### src/rtl/pwm_pkg.sv
// pwm_pkg: shared defaults and counter-direction encoding for the PWM block.
// Direction constants are only consumed when PWM_CENTER_ALIGN_EN is defined.
package pwm_pkg;

    localparam int PWM_WIDTH_DEF    = 10;
    localparam int PWM_CHANNELS_DEF = 4;

    typedef enum logic {
        CNT_UP   = 1'b0,
        CNT_DOWN = 1'b1
    } cnt_dir_e;

    // Channel-select width, never narrower than one bit.
    function automatic int ch_width(input int n);
        return (n > 1) ? $clog2(n) : 1;
    endfunction

endpackage

### src/rtl/pwm_chan_cmp.sv
// pwm_chan_cmp: one PWM channel - duty shadow, active duty, compare, output flop.
// Shadow takes host writes any time; active only changes on the reload strobe.
module pwm_chan_cmp
    import pwm_pkg::*;
#(
    parameter int WIDTH = PWM_WIDTH_DEF
) (
    input  logic             clk,
    input  logic             rst,
    input  logic             i_en,
    input  logic             i_reload,
    input  logic             i_wr,
    input  logic [WIDTH-1:0] i_cnt,
    input  logic [WIDTH-1:0] i_duty,
    output logic             o_pwm
);

    logic [WIDTH-1:0] r_shadow;
    logic [WIDTH-1:0] r_active;
    logic             r_pwm;
    logic             w_hit;

    // Host write into the shadow duty register.
    always_ff @(posedge clk or posedge rst) begin
        if (rst) begin
            r_shadow <= '0;
        end else if (i_wr) begin
            r_shadow <= i_duty;
        end
    end

    // Promote shadow to active only at the period boundary.
    always_ff @(posedge clk or posedge rst) begin
        if (rst) begin
            r_active <= '0;
        end else if (i_reload) begin
            r_active <= r_shadow;
        end
    end

    assign w_hit = (i_cnt < r_active);

    // Registered output, forced low while the block is disabled.
    always_ff @(posedge clk or posedge rst) begin
        if (rst) begin
            r_pwm <= 1'b0;
        end else begin
            r_pwm <= i_en & w_hit;
        end
    end

    assign o_pwm = r_pwm;

endmodule

### src/rtl/pwm_multi_chan.sv
// pwm_multi_chan: N-channel PWM sharing one programmable-period counter.
// Define PWM_CENTER_ALIGN_EN for an up/down (centre-aligned) counter.
module pwm_multi_chan
    import pwm_pkg::*;
#(
    parameter  int WIDTH    = PWM_WIDTH_DEF,
    parameter  int CHANNELS = PWM_CHANNELS_DEF,
    localparam int CH_W     = ch_width(CHANNELS)
) (
    input  logic                clk,
    input  logic                rst,
    input  logic                en,
    input  logic [WIDTH-1:0]    period,
    input  logic                duty_wr,
    input  logic [CH_W-1:0]     duty_ch,
    input  logic [WIDTH-1:0]    duty_in,
    output logic [CHANNELS-1:0] pwm_out,
    output logic                period_start
);

    logic [WIDTH-1:0]    r_cnt;
    logic [WIDTH-1:0]    r_period_q;
    logic                r_period_start;
    logic [WIDTH-1:0]    w_cnt_nxt;
    logic                w_reload;
    logic [CHANNELS-1:0] w_wr;

`ifdef PWM_CENTER_ALIGN_EN

    cnt_dir_e r_dir;
    cnt_dir_e w_dir_nxt;

    // Triangle count 0..P..1; disabled or P=0 parks the counter at 0.
    always_comb begin
        w_cnt_nxt = '0;
        w_dir_nxt = CNT_UP;
        if (en && (r_period_q != '0)) begin
            if ((r_dir == CNT_UP) && (r_cnt < r_period_q)) begin
                w_cnt_nxt = r_cnt + 1'b1;
                w_dir_nxt = CNT_UP;
            end else begin
                w_cnt_nxt = r_cnt - 1'b1;
                w_dir_nxt = (r_cnt == WIDTH'(1)) ? CNT_UP : CNT_DOWN;
            end
        end
    end

    // Direction flop for the up/down counter.
    always_ff @(posedge clk or posedge rst) begin
        if (rst) begin
            r_dir <= CNT_UP;
        end else begin
            r_dir <= w_dir_nxt;
        end
    end

`else

    // Sawtooth count 0..P then wrap; disabled parks the counter at 0.
    always_comb begin
        w_cnt_nxt = '0;
        if (en && (r_cnt < r_period_q)) begin
            w_cnt_nxt = r_cnt + 1'b1;
        end
    end

`endif

    // Every edge that lands the counter on 0 starts a new period.
    assign w_reload = (w_cnt_nxt == '0);

    // Counter, latched period and period-start pulse.
    always_ff @(posedge clk or posedge rst) begin
        if (rst) begin
            r_cnt          <= '0;
            r_period_q     <= '0;
            r_period_start <= 1'b0;
        end else begin
            r_cnt          <= w_cnt_nxt;
            r_period_start <= en & (r_cnt == '0);
            if (w_reload) begin
                r_period_q <= period;
            end
        end
    end

    assign period_start = r_period_start;

    // Decode the write strobe; out-of-range channels match nothing.
    always_comb begin
        w_wr = '0;
        for (int i = 0; i < CHANNELS; i++) begin
            if (duty_wr && (duty_ch == CH_W'(i))) begin
                w_wr[i] = 1'b1;
            end
        end
    end

    for (genvar g = 0; g < CHANNELS; g++) begin : g_ch
        pwm_chan_cmp #(
            .WIDTH (WIDTH)
        ) u_cmp (
            .clk      (clk),
            .rst      (rst),
            .i_en     (en),
            .i_reload (w_reload),
            .i_wr     (w_wr[g]),
            .i_cnt    (r_cnt),
            .i_duty   (duty_in),
            .o_pwm    (pwm_out[g])
        );
    end

endmodule

### config.mk
export PLATFORM = sky130hd
export DESIGN_NAME = pwm_multi_chan
export DESIGN_NICKNAME = d
export VERILOG_FILES = /design/src/rtl/pwm_pkg.sv /design/src/rtl/pwm_chan_cmp.sv /design/src/rtl/pwm_multi_chan.sv
export SDC_FILE = /design/constraint.sdc
export NUM_CORES = 1
export LEC_CHECK = 0
export BUFFER_PORTS_ARGS = -buffer_cell sky130_fd_sc_hd__buf_2
export CORE_MARGIN = 2
export CORE_UTILIZATION = 40
export DETAILED_ROUTE_END_ITERATION = 8
export PLACE_DENSITY_LB_ADDON = 0.2
export SLEW_MARGIN = 20
export SYNTH_ARGS = -nofsm -noshare
export SYNTH_HDL_FRONTEND = slang
export SYNTH_HIERARCHICAL = 1
export SYNTH_SLANG_ARGS = --single-unit
### constraint.sdc
create_clock -name clk -period 2.1 [get_ports clk]
set_input_delay 0.21 -clock clk [delete_from_list [all_inputs] [get_ports clk]]
set_output_delay 0.21 -clock clk [all_outputs]
set_load 0.01 [all_outputs]
==> qor.log, run 1 <==
[die] core region area 0.0126 sq mm
[grt] met1 track demand over resource 23.4%
[drt] average routed wire per standard cell 15.9 microns
[synth] Post-Synthesis Cells 467
[timing] total of endpoints with negative setup slack in the final report 44
[clock_tree] TritonCTS clock tree built
[grt] met3 capacity usage during global routing 4.60%
[grt] maximum number of pins on one net before global-route repair 34
[synth] Syn Area/Cell 11.1 sq um
[pwr] internal power of the cells 0.00376 W
[worst_setup_path] ordered list of cells on the worst path inv_1 -> ha_1 -> a211o_1 -> a21oi_2 -> o21a_1 -> o2111ai_2 -> a31o_4 -> buf_4 -> mux2_4
[timing] max-slew headroom at the worst pin 48.7%
[worst_setup_path] Critical Path Fanout Max 6
[placed_design] placer congestion estimate 0.785
[timing] setup repair after global routing missed its margin yes
[worst_setup_path] Worst Setup End Kind register
[synth] number of warnings printed during yosys synthesis 6
[timing] Setup Skew 0.00686 ns
[clock_tree] largest buffer count on any clock path 2
[worst_setup_path] startpoint types register
[clock_tree] clock-pin slew on the worst setup and hold paths 0.07 ns
[synth] number of flip-flops and latches in the synthesized netlist 105
[clock_tree] clk sink count 105
[pwr] relative contribution of combinational cells to total power 20.4%
[drt] drt initial violations 201
[timing] crit path setup slack, layout -0.116 ns
[grt] initial antenna violation count 0
[timing] maximum frequency from static timing analysis 451 MHz
[timing] final total negative setup slack -2.74 ns
[pwr] net switching power 0.00146 W
[timing] time the final worst path needs with I/O delays and setup 2.22 ns
[run] Max Cap Violations 0
[drt] via-per-instance ratio 4.98
[drt] routed via count 3538
[die] Site Rows 41
[worst_setup_path] crit path from r_period_q[3]
[drt] sum of routed wire length over all layers 11300 microns
[pwr] sw frac 28.0%
[pwr] Power, Total 0.00522 W
[worst_setup_path] Buffers & Inverters on Critical Path 2
[cells_and_area] antenna diode count 0
[worst_setup_path] data required time of the worst path 2.33 ns
[grt] most used routing layer in global routing met2
[cells_and_area] Final Instance Count excl. Fillers 711
[clock_tree] Num CTS Buffers 9
[timing] number of max-slew violations in the final report 0
[drt] length of the first detailed-routing pass in iterations 4
[clock_tree] CTS H-tree lvls 3
[timing] Fin. Hold Viols 0
[min_path] Tightest Hold Check Type input port to register
[pwr] maximum resistive drop on vdd 0.545 mV
[grt] met2 demand-to-capacity share in global routing 26.5%
[pwr] Leak 3.05 nW
[grt] leftover overflow at the end of global routing 0
[cells_and_area] Fillers 1180
[grt] GRT Util Overall 17.2%
[die] area of the die 0.0139 sq mm
[pwr] relative contribution of the clock network to total power 31.0%
[outcome] run status complete, but fails checks
[die] floorplan die width 118 microns
[grt] vias in the first global route 3558
[die] I/O pin cnt 31
[synth] Mapped Nets 540
[timing] Least-Margin Pin Slew 0.769 ns
[worst_setup_path] critical path type register to register
[cells_and_area] area growth from synthesis to layout 20.0%
[placed_design] pre-CTS WS -0.103 ns
[worst_setup_path] Largest stage delay, worst path 0.36 ns
[worst_setup_path] worst reg2reg startpoint r_period_q[3]
[pwr] part of the total power dissipated in sequential elements 48.6%
[clock_tree] clock insertion delay at the later pin of the skew report 0.35 ns
[placed_design] HPWL after DPL 8150 microns
[die] die outline height 118 microns
[placed_design] PortBufs 30
[drt] number of remaining DRC errors 0
[die] effective utilization at floorplan 41.0%
[pwr] power per cell area 841 mW/mm^2
[synth] post-synthesis cell type count 36
[min_path] Worst Min Path Start period[8]
[clock_tree] master cell of the clock root buffer sky130_fd_sc_hd__clkbuf_16
[timing] fin crit share 106%
[synth] summed instance area of the synthesized netlist 0.00517 sq mm
[worst_setup_path] worst-path cell with the longest stage delay sky130_fd_sc_hd__dfrtp_1
[cells_and_area] # nets final 608
[grt] first-pass GRT wire length 18500 microns
[outcome] violations in the final reports setup timing
[worst_setup_path] data arrival time at the worst-slack endpoint 2.45 ns
[drt] post-route ant nets 0
[worst_setup_path] Top Family by Delay on Critical Path compound AO/OA/AOI/OAI gates
[cells_and_area] proportion of layout cells with a drive suffix above 1 30.1%
[synth] sequential element share of the synthesized area 50.8%
[placed_design] post-placement cell count 690
[cell families after synthesis]
| kind of cell | after synthesis | synth area share [%] |
|---|---|---|
| AOI/OAI and AO/OA | 76 | 8.44 |
| xor gates and xnor gates | 9 | 1.52 |
| adders and majority gates | 47 | 11.4 |
| buffers and inverters | 75 | 6.10 |
| DFF | 105 | 50.8 |
| muxes | 56 | 12.8 |
| and+or+nand+nor | 99 | 8.93 |
[worst register-to-register path, delay by kind of cell, from the launching register on]
kind,cells,cell delay (ns)
DFF,1,0.36
buffers and inverters,2,0.23
adders and majority gates,1,0.30
muxes,1,0.30
AOI/OAI and AO/OA,5,0.92
[routing by layer]
metal	wire length, microns	vias to the layer above
li1	-	1736
met1	5550	1714
met2	5040	69
met3	452	19
met4	262	0
met5	0	-
[registers in the layout, indices dropped and copies added, names as in the netlist]
signal,count
g_ch.u_cmp/r_active,40
g_ch.u_cmp/r_shadow,40
r_cnt,10
r_period_q,10
g_ch.u_cmp/o_pwm,4
period_start,1
[power by group through the flow]
stage	registers, W	clock network, W	logic (W)
after floorplan	0.00253	0	0.000714
after global placement	0.00256	0	0.000944
after detailed placement	0.00257	0	0.000978
after CTS	0.00253	0.00167	0.000993
after global routing	0.00258	0.00174	0.00121
final	0.00254	0.00162	0.00106
[per-stage QoR]
stage	utilization, %	hold WS, ns	area (sq um)
after global placement	45.5	0.209	5740
after floorplan	-	0.186	5230
after detailed placement	45.5	0.214	5740
after CTS	48.0	0.0786	6050
final	49.2	0.0930	6200
after global routing	49.2	0.0807	6200
[synth_stat cells]
cell | instances | area share (%)
sky130_fd_sc_hd__nand4_1 | 13 | 1.6
sky130_fd_sc_hd__nand2_1 | 41 | 3.0
sky130_fd_sc_hd__o2111ai_1 | 1 | 0.17
sky130_fd_sc_hd__or4_1 | 1 | 0.15
sky130_fd_sc_hd__mux2i_1 | 1 | 0.19
sky130_fd_sc_hd__xnor2_1 | 4 | 0.68
sky130_fd_sc_hd__o311ai_1 | 4 | 0.68
sky130_fd_sc_hd__a31oi_1 | 1 | 0.12
sky130_fd_sc_hd__buf_6 | 1 | 0.22
sky130_fd_sc_hd__a211oi_1 | 4 | 0.58
sky130_fd_sc_hd__nand3_1 | 6 | 0.58
sky130_fd_sc_hd__nor2_1 | 19 | 1.4
sky130_fd_sc_hd__nor2b_1 | 1 | 0.12
sky130_fd_sc_hd__ha_1 | 47 | 11
sky130_fd_sc_hd__clkbuf_1 | 1 | 0.073
sky130_fd_sc_hd__and3b_1 | 1 | 0.17
sky130_fd_sc_hd__o32ai_1 | 1 | 0.17
sky130_fd_sc_hd__a21o_1 | 4 | 0.58
sky130_fd_sc_hd__dfrtp_1 | 105 | 51
sky130_fd_sc_hd__inv_1 | 58 | 4.2
sky130_fd_sc_hd__o21a_1 | 2 | 0.29
sky130_fd_sc_hd__nor3_1 | 7 | 0.68
sky130_fd_sc_hd__mux2_2 | 46 | 10
sky130_fd_sc_hd__nand2b_1 | 5 | 0.60
sky130_fd_sc_hd__a211o_1 | 1 | 0.17
sky130_fd_sc_hd__o21ai_0 | 42 | 4.1
sky130_fd_sc_hd__and3_1 | 1 | 0.12
sky130_fd_sc_hd__a21oi_1 | 15 | 1.5
sky130_fd_sc_hd__nor3b_1 | 1 | 0.15
sky130_fd_sc_hd__buf_2 | 12 | 1.2
sky130_fd_sc_hd__nor4_1 | 2 | 0.24
sky130_fd_sc_hd__a31o_1 | 1 | 0.17
sky130_fd_sc_hd__nand3_2 | 1 | 0.19
sky130_fd_sc_hd__buf_4 | 3 | 0.44
sky130_fd_sc_hd__mux2_4 | 9 | 2.6
sky130_fd_sc_hd__xor2_1 | 5 | 0.85
[repair_timing]
item | in CTS | in global routing
cloned | 0 | 2
buffers inserted | 0 | 3
hold buffers | 1 | 0
pin swaps | 0 | 3
hold endpoints to repair | 68 | 0
endpoints found under the setup margin | 39 | 50
gates resized for setup | 7 | 39
[layout make-up]
| cell class | count | area (sq um) | area share, % |
|---|---|---|---|
| flip-flops and latches | 105 | 2630 | 42.4 |
| clock inverters | 4 | 35.0 | 0.565 |
| clock buffers | 11 | 253 | 4.07 |
| well taps | 172 | 215 | 3.47 |
| repair buffers | 74 | 548 | 8.83 |
| inverters | 58 | 218 | 3.51 |
| multi-input cells | 287 | 2310 | 37.2 |
[path summary, 6_finish.rpt]
path                                                  end  slack (ns)  depth (start not counted)
worst max-delay path                        r_period_q[6]       -0.12                          9
worst min-delay path                        r_period_q[8]        0.09                          2
worst max register to register              r_period_q[6]       -0.12                          9
worst min register to register  g_ch[1].u_cmp/r_active[7]        0.47                          2
max in group asynchronous                        r_cnt[1]        0.96                          3
min in group asynchronous       g_ch[2].u_cmp/r_shadow[6]        0.38                          3
[cells in the final DEF (no fill, tap or decap), types with 2 or more instances in the layout]
cell type                     n
sky130_fd_sc_hd__a211oi_1     4
sky130_fd_sc_hd__a21o_1       4
sky130_fd_sc_hd__a21oi_1     14
sky130_fd_sc_hd__buf_12       2
sky130_fd_sc_hd__buf_2       30
sky130_fd_sc_hd__buf_4       35
sky130_fd_sc_hd__buf_6        4
sky130_fd_sc_hd__clkbuf_16   10
sky130_fd_sc_hd__clkbuf_8     2
sky130_fd_sc_hd__clkinv_4     2
sky130_fd_sc_hd__dfrtp_1    104
sky130_fd_sc_hd__ha_1        46
sky130_fd_sc_hd__inv_1       58
sky130_fd_sc_hd__inv_6        2
sky130_fd_sc_hd__mux2_2      46
sky130_fd_sc_hd__mux2_4       9
sky130_fd_sc_hd__nand2_1     33
sky130_fd_sc_hd__nand2_2      5
sky130_fd_sc_hd__nand2_4      3
sky130_fd_sc_hd__nand2b_1     5
sky130_fd_sc_hd__nand3_1      6
sky130_fd_sc_hd__nand4_1     13
sky130_fd_sc_hd__nor2_1      19
sky130_fd_sc_hd__nor3_1       7
sky130_fd_sc_hd__nor4_1       2
sky130_fd_sc_hd__o21a_1       2
sky130_fd_sc_hd__o21ai_0     20
sky130_fd_sc_hd__o21ai_1     18
sky130_fd_sc_hd__o21ai_2      4
sky130_fd_sc_hd__o311ai_1     4
sky130_fd_sc_hd__xnor2_1      4
sky130_fd_sc_hd__xor2_1       5
Power figures use the tool's default switching activity.
==> run 2, diff against run 1 <==
--- a/config.mk
+++ b/config.mk
@@ -9,6 +9,7 @@
 export CORE_MARGIN = 2
 export CORE_UTILIZATION = 40
 export DETAILED_ROUTE_END_ITERATION = 8
+export HOLD_SLACK_MARGIN = 0.15
 export PLACE_DENSITY_LB_ADDON = 0.2
 export SLEW_MARGIN = 20
 export SYNTH_ARGS = -nofsm -noshare
==> run 2 against run 1 <==
Against the previous run: global-route usage up 0.18 points; the run still ends with setup timing left; sequential power barely moved; register-to-register slack about the same; worst setup slack worse by 0.0018 ns.
==> qor.log, run 2 (synthesis gave the netlist of run 1 again) <==
[drt] sum of routed wire length over all layers 11400 microns [was 11300 microns]
[clock_tree] master cell of the clock root buffer sky130_fd_sc_hd__clkbuf_16 [unchanged]
[cells_and_area] antenna diode count 0 [unchanged]
[pwr] Power, Total 0.00524 W [was 0.00522 W]
[cells_and_area] proportion of layout cells with a drive suffix above 1 29.4% [was 30.1%]
[clock_tree] CTS H-tree lvls 3 [unchanged]
[clock_tree] Num CTS Buffers 9 [unchanged]
[placed_design] placer congestion estimate 0.785 [unchanged]
[placed_design] HPWL after DPL 8150 microns [unchanged]
[die] core region area 0.0126 sq mm [unchanged]
[pwr] power per cell area 828 mW/mm^2 [was 841 mW/mm^2]
[pwr] maximum resistive drop on vdd 0.545 mV [about the same]
[cells_and_area] area growth from synthesis to layout 22.3% [was 20.0%]
[outcome] run status complete, but fails checks [unchanged]
[drt] routed via count 3575 [was 3538]
[worst_setup_path] critical path type register to register [unchanged]
[timing] number of max-slew violations in the final report 0 [unchanged]
[grt] GRT Util Overall 17.3% [was 17.2%]
[grt] first-pass GRT wire length 18700 microns [was 18500 microns]
[clock_tree] clock insertion delay at the later pin of the skew report 0.35 ns [about the same]
[drt] average routed wire per standard cell 15.8 microns [was 15.9 microns]
[cells_and_area] Fillers 1166 [was 1180]
[timing] Least-Margin Pin Slew 0.772 ns [was 0.769 ns]
[grt] vias in the first global route 3637 [was 3558]
[worst_setup_path] Critical Path Fanout Max 6 [unchanged]
[drt] met3 routed WL 372 microns [was 452 microns]
[die] Site Rows 41 [unchanged]
[clock_tree] clk sink count 105 [unchanged]
[placed_design] placed instance area 0.00574 sq mm [unchanged]
[timing] total of endpoints with negative setup slack in the final report 44 [unchanged]
[die] floorplan die width 118 microns [unchanged]
[cells_and_area] most frequent standard cell in the layout excluding fill and tap cells sky130_fd_sc_hd__dfrtp_1 [unchanged]
[drt] met2 routed WL 5180 microns [was 5040 microns]
[grt] maximum number of pins on one net before global-route repair 34 [unchanged]
[worst_setup_path] startpoint types register [unchanged]
[cells_and_area] # nets final 620 [was 608]
[drt] length of the first detailed-routing pass in iterations 4 [unchanged]
[min_path] Tightest Hold Check Type input port to register [unchanged]
[grt] initial antenna violation count 0 [unchanged]
[drt] max layer used met4 [unchanged]
[cells_and_area] highest-count cells in the layout ignoring fill and taps sky130_fd_sc_hd__dfrtp_1, sky130_fd_sc_hd__inv_1, sky130_fd_sc_hd__mux2_2, sky130_fd_sc_hd__ha_1, sky130_fd_sc_hd__buf_4 [unchanged]
[timing] maximum frequency from static timing analysis 451 MHz [about the same]
[timing] Setup Skew 0.00684 ns [was 0.00686 ns]
[drt] via-per-instance ratio 4.94 [was 4.98]
[outcome] violations in the final reports setup timing [unchanged]
[die] effective utilization at floorplan 41.0% [unchanged]
[timing] fin crit share 106% [about the same]
[run] Max Cap Violations 0 [unchanged]
[timing] time the final worst path needs with I/O delays and setup 2.22 ns [about the same]
[drt] detailed-route wire length on metal 1 5640 microns [was 5550 microns]
[timing] setup repair after global routing missed its margin yes [unchanged]
[cells_and_area] Finished Cell Area 0.00632 sq mm [was 0.00620 sq mm]
[drt] post-route ant nets 0 [unchanged]
[cells_and_area] registers with the most flip-flops g_ch.u_cmp/r_active x40, g_ch.u_cmp/r_shadow x40 [unchanged]
[die] area of the die 0.0139 sq mm [unchanged]
[pwr] Leak 3.10 nW [was 3.05 nW]
[timing] crit path setup slack, layout -0.118 ns [was -0.116 ns]
[drt] number of remaining DRC errors 0 [unchanged]
[cells_and_area] post-layout util 50.1% [was 49.2%]
[die] die outline height 118 microns [unchanged]
[grt] leftover overflow at the end of global routing 0 [unchanged]
[die] I/O pin cnt 31 [unchanged]
[timing] Fin. Hold Viols 0 [unchanged]
[clock_tree] TritonCTS clock tree built [unchanged]
[drt] drt initial violations 217 [was 201]
[placed_design] PortBufs 30 [unchanged]
[clock_tree] clock-pin slew on the worst setup and hold paths 0.07 ns [about the same]
[timing] max-slew headroom at the worst pin 48.5% [was 48.7%]
[worst_setup_path] Worst Setup End Kind register [unchanged]
[worst_setup_path] data required time of the worst path 2.33 ns [about the same]
[worst_setup_path] data arrival time at the worst-slack endpoint 2.45 ns [about the same]
[clock_tree] largest buffer count on any clock path 2 [unchanged]
## run 2: power by group
part	switching, W	internal [W]
sequential	0.000159	0.00238
combinational	0.000563	0.000519
clock	0.000746	0.000875
total	0.00147	0.00377
## run 2: worst paths after layout
path	slack, ns	cells past startpoint	from	endpoint
hold / removal	0.16	2	duty_in[6]	g_ch[0].u_cmp/r_shadow[6]
setup / recovery	-0.12	9	r_period_q[3]	r_period_q[6]
min in group asynchronous	0.40	3	rst	g_ch[2].u_cmp/r_shadow[6]
max in group asynchronous	0.95	3	rst	r_cnt[1]
setup reg to reg	-0.12	9	r_period_q[3]	r_period_q[6]
hold reg to reg	0.47	2	g_ch[1].u_cmp/r_shadow[7]	g_ch[1].u_cmp/r_active[7]
## run 2: timing repair
action                                  CTS  global route
hold buffers                             12             1
pin swaps                                 0             3
endpoints found under the setup margin   39            50
resized for setup                         7            39
endpoints found under the hold margin   103             1
setup buffers                             0             3
gates cloned                              0             2
## run 2: area by class of cell
type	count	area (sq um)	share of cell area, %
clock buffer	11	253	4.00
clock inverter	4	35.0	0.554
inverter	58	218	3.44
multi-input combinational	287	2310	36.5
sequential	105	2630	41.6
tap	172	215	3.40
timing repair buffer	86	668	10.6
## run 2: per-stage QoR
step	worst slack, ns	TNS (ns)	hold slack (ns)	std cells
floorplan	-0.0970	-2.99	0.186	467
global placement	-0.0923	-2.97	0.209	690
detailed placement	-0.103	-3.16	0.214	690
CTS	-0.112	-3.64	0.153	717
global route	-0.223	-8.31	0.165	723
finish	-0.118	-2.73	0.159	723
## run 2: worst max-delay path: stages (launching register included)
cell and delay [ns]:
sky130_fd_sc_hd__dfrtp_1 0.36, sky130_fd_sc_hd__inv_1 0.05, sky130_fd_sc_hd__ha_1 0.30, sky130_fd_sc_hd__a211o_1 0.27, sky130_fd_sc_hd__a21oi_2 0.11, sky130_fd_sc_hd__o21a_1 0.14, sky130_fd_sc_hd__o2111ai_2 0.13, sky130_fd_sc_hd__a31o_4 0.27
sky130_fd_sc_hd__buf_4 0.18, sky130_fd_sc_hd__mux2_4 0.30
## run 2: routing by layer
| metal | track usage [%] | up-vias |
|---|---|---|
| met1 | 23.3 | 1741 |
| met5 | 0 | - |
| met4 | 5.80 | 0 |
| li1 | - | 1760 |
| met3 | 4.60 | 17 |
| met2 | 27.2 | 57 |
==> run 3, diff against run 2 <==
--- a/config.mk
+++ b/config.mk
@@ -10,7 +10,7 @@
 export CORE_UTILIZATION = 40
 export DETAILED_ROUTE_END_ITERATION = 8
 export HOLD_SLACK_MARGIN = 0.15
-export PLACE_DENSITY_LB_ADDON = 0.2
+export PLACE_DENSITY_LB_ADDON = 0.25
 export SLEW_MARGIN = 20
 export SYNTH_ARGS = -nofsm -noshare
 export SYNTH_HDL_FRONTEND = slang
==> run 3 against run 2 <==
Against the previous run: the run still ends with setup timing left; flip-flop and latch count did not move; wire length grew 5.3%; worst hold slack improved by 0.018 ns; total power grew 3.2%; clock-buffer cell count down 1; register-to-register slack barely moved; cell count is 0.55% higher; sequential share of layout area fell by 1.5 points; fmax grew 0.13%; via count grew 1.5%; utilization is 1.8 points higher.
==> qor.log, run 3 (synthesis gave the netlist of run 1 again) <==
[drt] length of the first detailed-routing pass in iterations 4 [unchanged]
[placed_design] HPWL after DPL 8340 microns [was 8150 microns]
[grt] vias in the first global route 3705 [was 3637]
[pwr] maximum resistive drop on vdd 0.561 mV [was 0.545 mV]
[worst_setup_path] data required time of the worst path 2.33 ns [about the same]
[cells_and_area] antenna diode count 0 [unchanged]
[timing] Least-Margin Pin Slew 0.776 ns [was 0.772 ns]
[placed_design] pre-CTS WS -0.144 ns [was -0.103 ns]
[die] effective utilization at floorplan 41.0% [unchanged]
[pwr] relative contribution of the clock network to total power 30.3% [was 30.9%]
[drt] via-per-instance ratio 4.99 [was 4.94]
[cells_and_area] # nets final 624 [was 620]
[drt] drt initial violations 149 [was 217]
[worst_setup_path] startpoint types register [unchanged]
[timing] number of max-slew violations in the final report 0 [unchanged]
[clock_tree] CTS H-tree lvls 3 [unchanged]
[drt] sum of routed wire length over all layers 12000 microns [was 11400 microns]
[clock_tree] clk sink count 105 [unchanged]
[outcome] violations in the final reports setup timing [unchanged]
[grt] initial antenna violation count 0 [unchanged]
[pwr] internal power of the cells 0.00383 W [was 0.00377 W]
[worst_setup_path] Largest stage delay, worst path 0.35 ns [was 0.36 ns]
[die] floorplan die width 118 microns [unchanged]
[grt] GRT Util Overall 18.1% [was 17.3%]
[pwr] power per cell area 825 mW/mm^2 [was 828 mW/mm^2]
[pwr] Power, Total 0.00541 W [was 0.00524 W]
[placed_design] placer congestion estimate 0.824 [was 0.785]
[cells_and_area] Fillers 1157 [was 1166]
[clock_tree] clock-pin slew on the worst setup and hold paths 0.07 ns [about the same]
[cells_and_area] most frequent standard cell in the layout excluding fill and tap cells sky130_fd_sc_hd__dfrtp_1 [unchanged]
[worst_setup_path] data arrival time at the worst-slack endpoint 2.45 ns [about the same]
[timing] setup repair after global routing missed its margin yes [unchanged]
[timing] Fin. Hold Viols 0 [unchanged]
[timing] time the final worst path needs with I/O delays and setup 2.22 ns [about the same]
[clock_tree] Num CTS Buffers 9 [unchanged]
[die] I/O pin cnt 31 [unchanged]
[timing] fin crit share 105% [was 106%]
[worst_setup_path] Worst Setup End Kind register [unchanged]
[clock_tree] clock insertion delay at the later pin of the skew report 0.36 ns [was 0.35 ns]
[placed_design] PortBufs 30 [unchanged]
[clock_tree] master cell of the clock root buffer sky130_fd_sc_hd__clkbuf_16 [unchanged]
[outcome] run status complete, but fails checks [unchanged]
[pwr] Leak 3.18 nW [was 3.10 nW]
[worst_setup_path] critical path type register to register [unchanged]
[drt] average routed wire per standard cell 16.6 microns [was 15.8 microns]
[worst_setup_path] Reg-to-Reg End r_period_q[6] [unchanged]
[cells_and_area] Finished Cell Area 0.00656 sq mm [was 0.00632 sq mm]
[drt] routed via count 3627 [was 3575]
[worst_setup_path] worst-path cell with the longest stage delay sky130_fd_sc_hd__dfrtp_1 [unchanged]
[die] Site Rows 41 [unchanged]
[clock_tree] largest buffer count on any clock path 2 [unchanged]
[die] die outline height 118 microns [unchanged]
[pwr] part of the total power dissipated in sequential elements 47.2% [was 48.4%]
[die] core region area 0.0126 sq mm [unchanged]
[worst_setup_path] crit path from r_period_q[3] [unchanged]
[pwr] relative contribution of combinational cells to total power 22.5% [was 20.6%]
[grt] maximum number of pins on one net before global-route repair 27 [was 34]
[placed_design] placed instance area 0.00577 sq mm [was 0.00574 sq mm]
[worst_setup_path] worst r2r path cells 9 [unchanged]
[timing] Setup Skew 0.0126 ns [was 0.00684 ns]
[cells_and_area] area growth from synthesis to layout 26.8% [was 22.3%]
[drt] number of remaining DRC errors 0 [unchanged]
[min_path] Tightest Hold Check Type input port to register [unchanged]
[pwr] net switching power 0.00158 W [was 0.00147 W]
[timing] crit path setup slack, layout -0.115 ns [was -0.118 ns]
[cells_and_area] highest-count cells in the layout ignoring fill and taps sky130_fd_sc_hd__dfrtp_1, sky130_fd_sc_hd__inv_1, sky130_fd_sc_hd__mux2_2, sky130_fd_sc_hd__ha_1, sky130_fd_sc_hd__buf_4 [unchanged]
[cells_and_area] registers with the most flip-flops g_ch.u_cmp/r_active x40, g_ch.u_cmp/r_shadow x40 [unchanged]
[timing] final total negative setup slack -4.04 ns [was -2.73 ns]
[die] area of the die 0.0139 sq mm [unchanged]
[timing] maximum frequency from static timing analysis 451 MHz [about the same]
[timing] minimum hold slack 0.177 ns [was 0.159 ns]
[cells_and_area] proportion of layout cells with a drive suffix above 1 35.5% [was 29.4%]
[grt] leftover overflow at the end of global routing 0 [unchanged]
[worst_setup_path] worst setup path endpoint r_period_q[6] [unchanged]
[worst_setup_path] worst reg2reg startpoint r_period_q[3] [unchanged]
[run] Max Cap Violations 0 [unchanged]
[worst_setup_path] ordered list of cells on the worst path inv_1 -> ha_1 -> a211o_1 -> a21oi_2 -> o21a_1 -> o2111ai_2 -> a31o_4 -> buf_8 -> mux2_4 [was inv_1 -> ha_1 -> a211o_1 -> a21oi_2 -> o21a_1 -> o2111ai_2 -> a31o_4 -> buf_4 -> mux2_4]
[clock_tree] TritonCTS clock tree built [unchanged]
[pwr] sw frac 29.2% [was 28.0%]
[worst_setup_path] Critical Path Fanout Max 7 [was 6]
[drt] post-route ant nets 0 [unchanged]
[timing] max-slew headroom at the worst pin 48.2% [was 48.5%]
[grt] first-pass GRT wire length 19500 microns [was 18700 microns]
[worst_setup_path] register-to-register path setup slack -0.12 ns [about the same]
[timing] total of endpoints with negative setup slack in the final report 49 [was 44]
## run 3: per-stage QoR
step	cells	util [%]
global placement	690	45.7
global route	727	52.0
detailed placement	690	45.7
floorplan	467	-
finish	727	52.0
CTS	723	49.9
## run 3: timing repair
item                                    CTS  global route
gates resized for setup                  34            64
pin swaps                                 0             7
setup buffers                             1             0
endpoints found under the hold margin   117             0
gates cloned                              1             4
endpoints found under the setup margin   46            50
hold buffers                             16             0
## run 3: cell type report
class,count,area [sq um],share of cell area (%)
clock buffer,10,239,3.64
clock inverter,5,48.8,0.744
inverter,58,218,3.32
multi-input combinational,287,2410,36.8
sequential,105,2630,40.1
tap,172,215,3.28
timing repair buffer,90,797,12.2
## run 3: routing by layer
layer | global-route usage, % | vias up | share of wire [%]
li1 | - | 1766 | -
met4 | 5.50 | 0 | 1.4
met3 | 4.36 | 12 | 3.4
met2 | 28.9 | 52 | 48
met5 | 0 | - | 0
met1 | 24.6 | 1797 | 47
## run 3: critical path: cells and delay by family (launching register included)
kind,cells,cell delay [ns]
buffers and inverters,2,0.21
adder cells (fa/ha/maj),1,0.30
flip-flops,1,0.35
AO/OA/AOI/OAI,5,0.96
multiplexers,1,0.29
## run 3: how the worst min path moves through the flow
stage,from,cells past startpoint,endpoint,slack [ns]
after CTS,duty_in[2],2,g_ch[3].u_cmp/r_shadow[2],0.16
after global routing,duty_in[9],2,g_ch[1].u_cmp/r_shadow[9],0.18
after floorplan,rst,1,period_start,0.19
final,duty_in[4],2,g_ch[2].u_cmp/r_shadow[4],0.18
after detailed placement,rst,2,g_ch[2].u_cmp/o_pwm,0.11
after global placement,rst,2,g_ch[2].u_cmp/o_pwm,0.11
## run 3: power by group through the flow
stage,registers [W],logic (W),clock network (W)
floorplan,0.00253,0.000714,0
global placement,0.00255,0.000974,0
detailed placement,0.00256,0.00101,0
CTS,0.00253,0.00109,0.00169
global route,0.00259,0.00136,0.00177
finish,0.00255,0.00122,0.00164
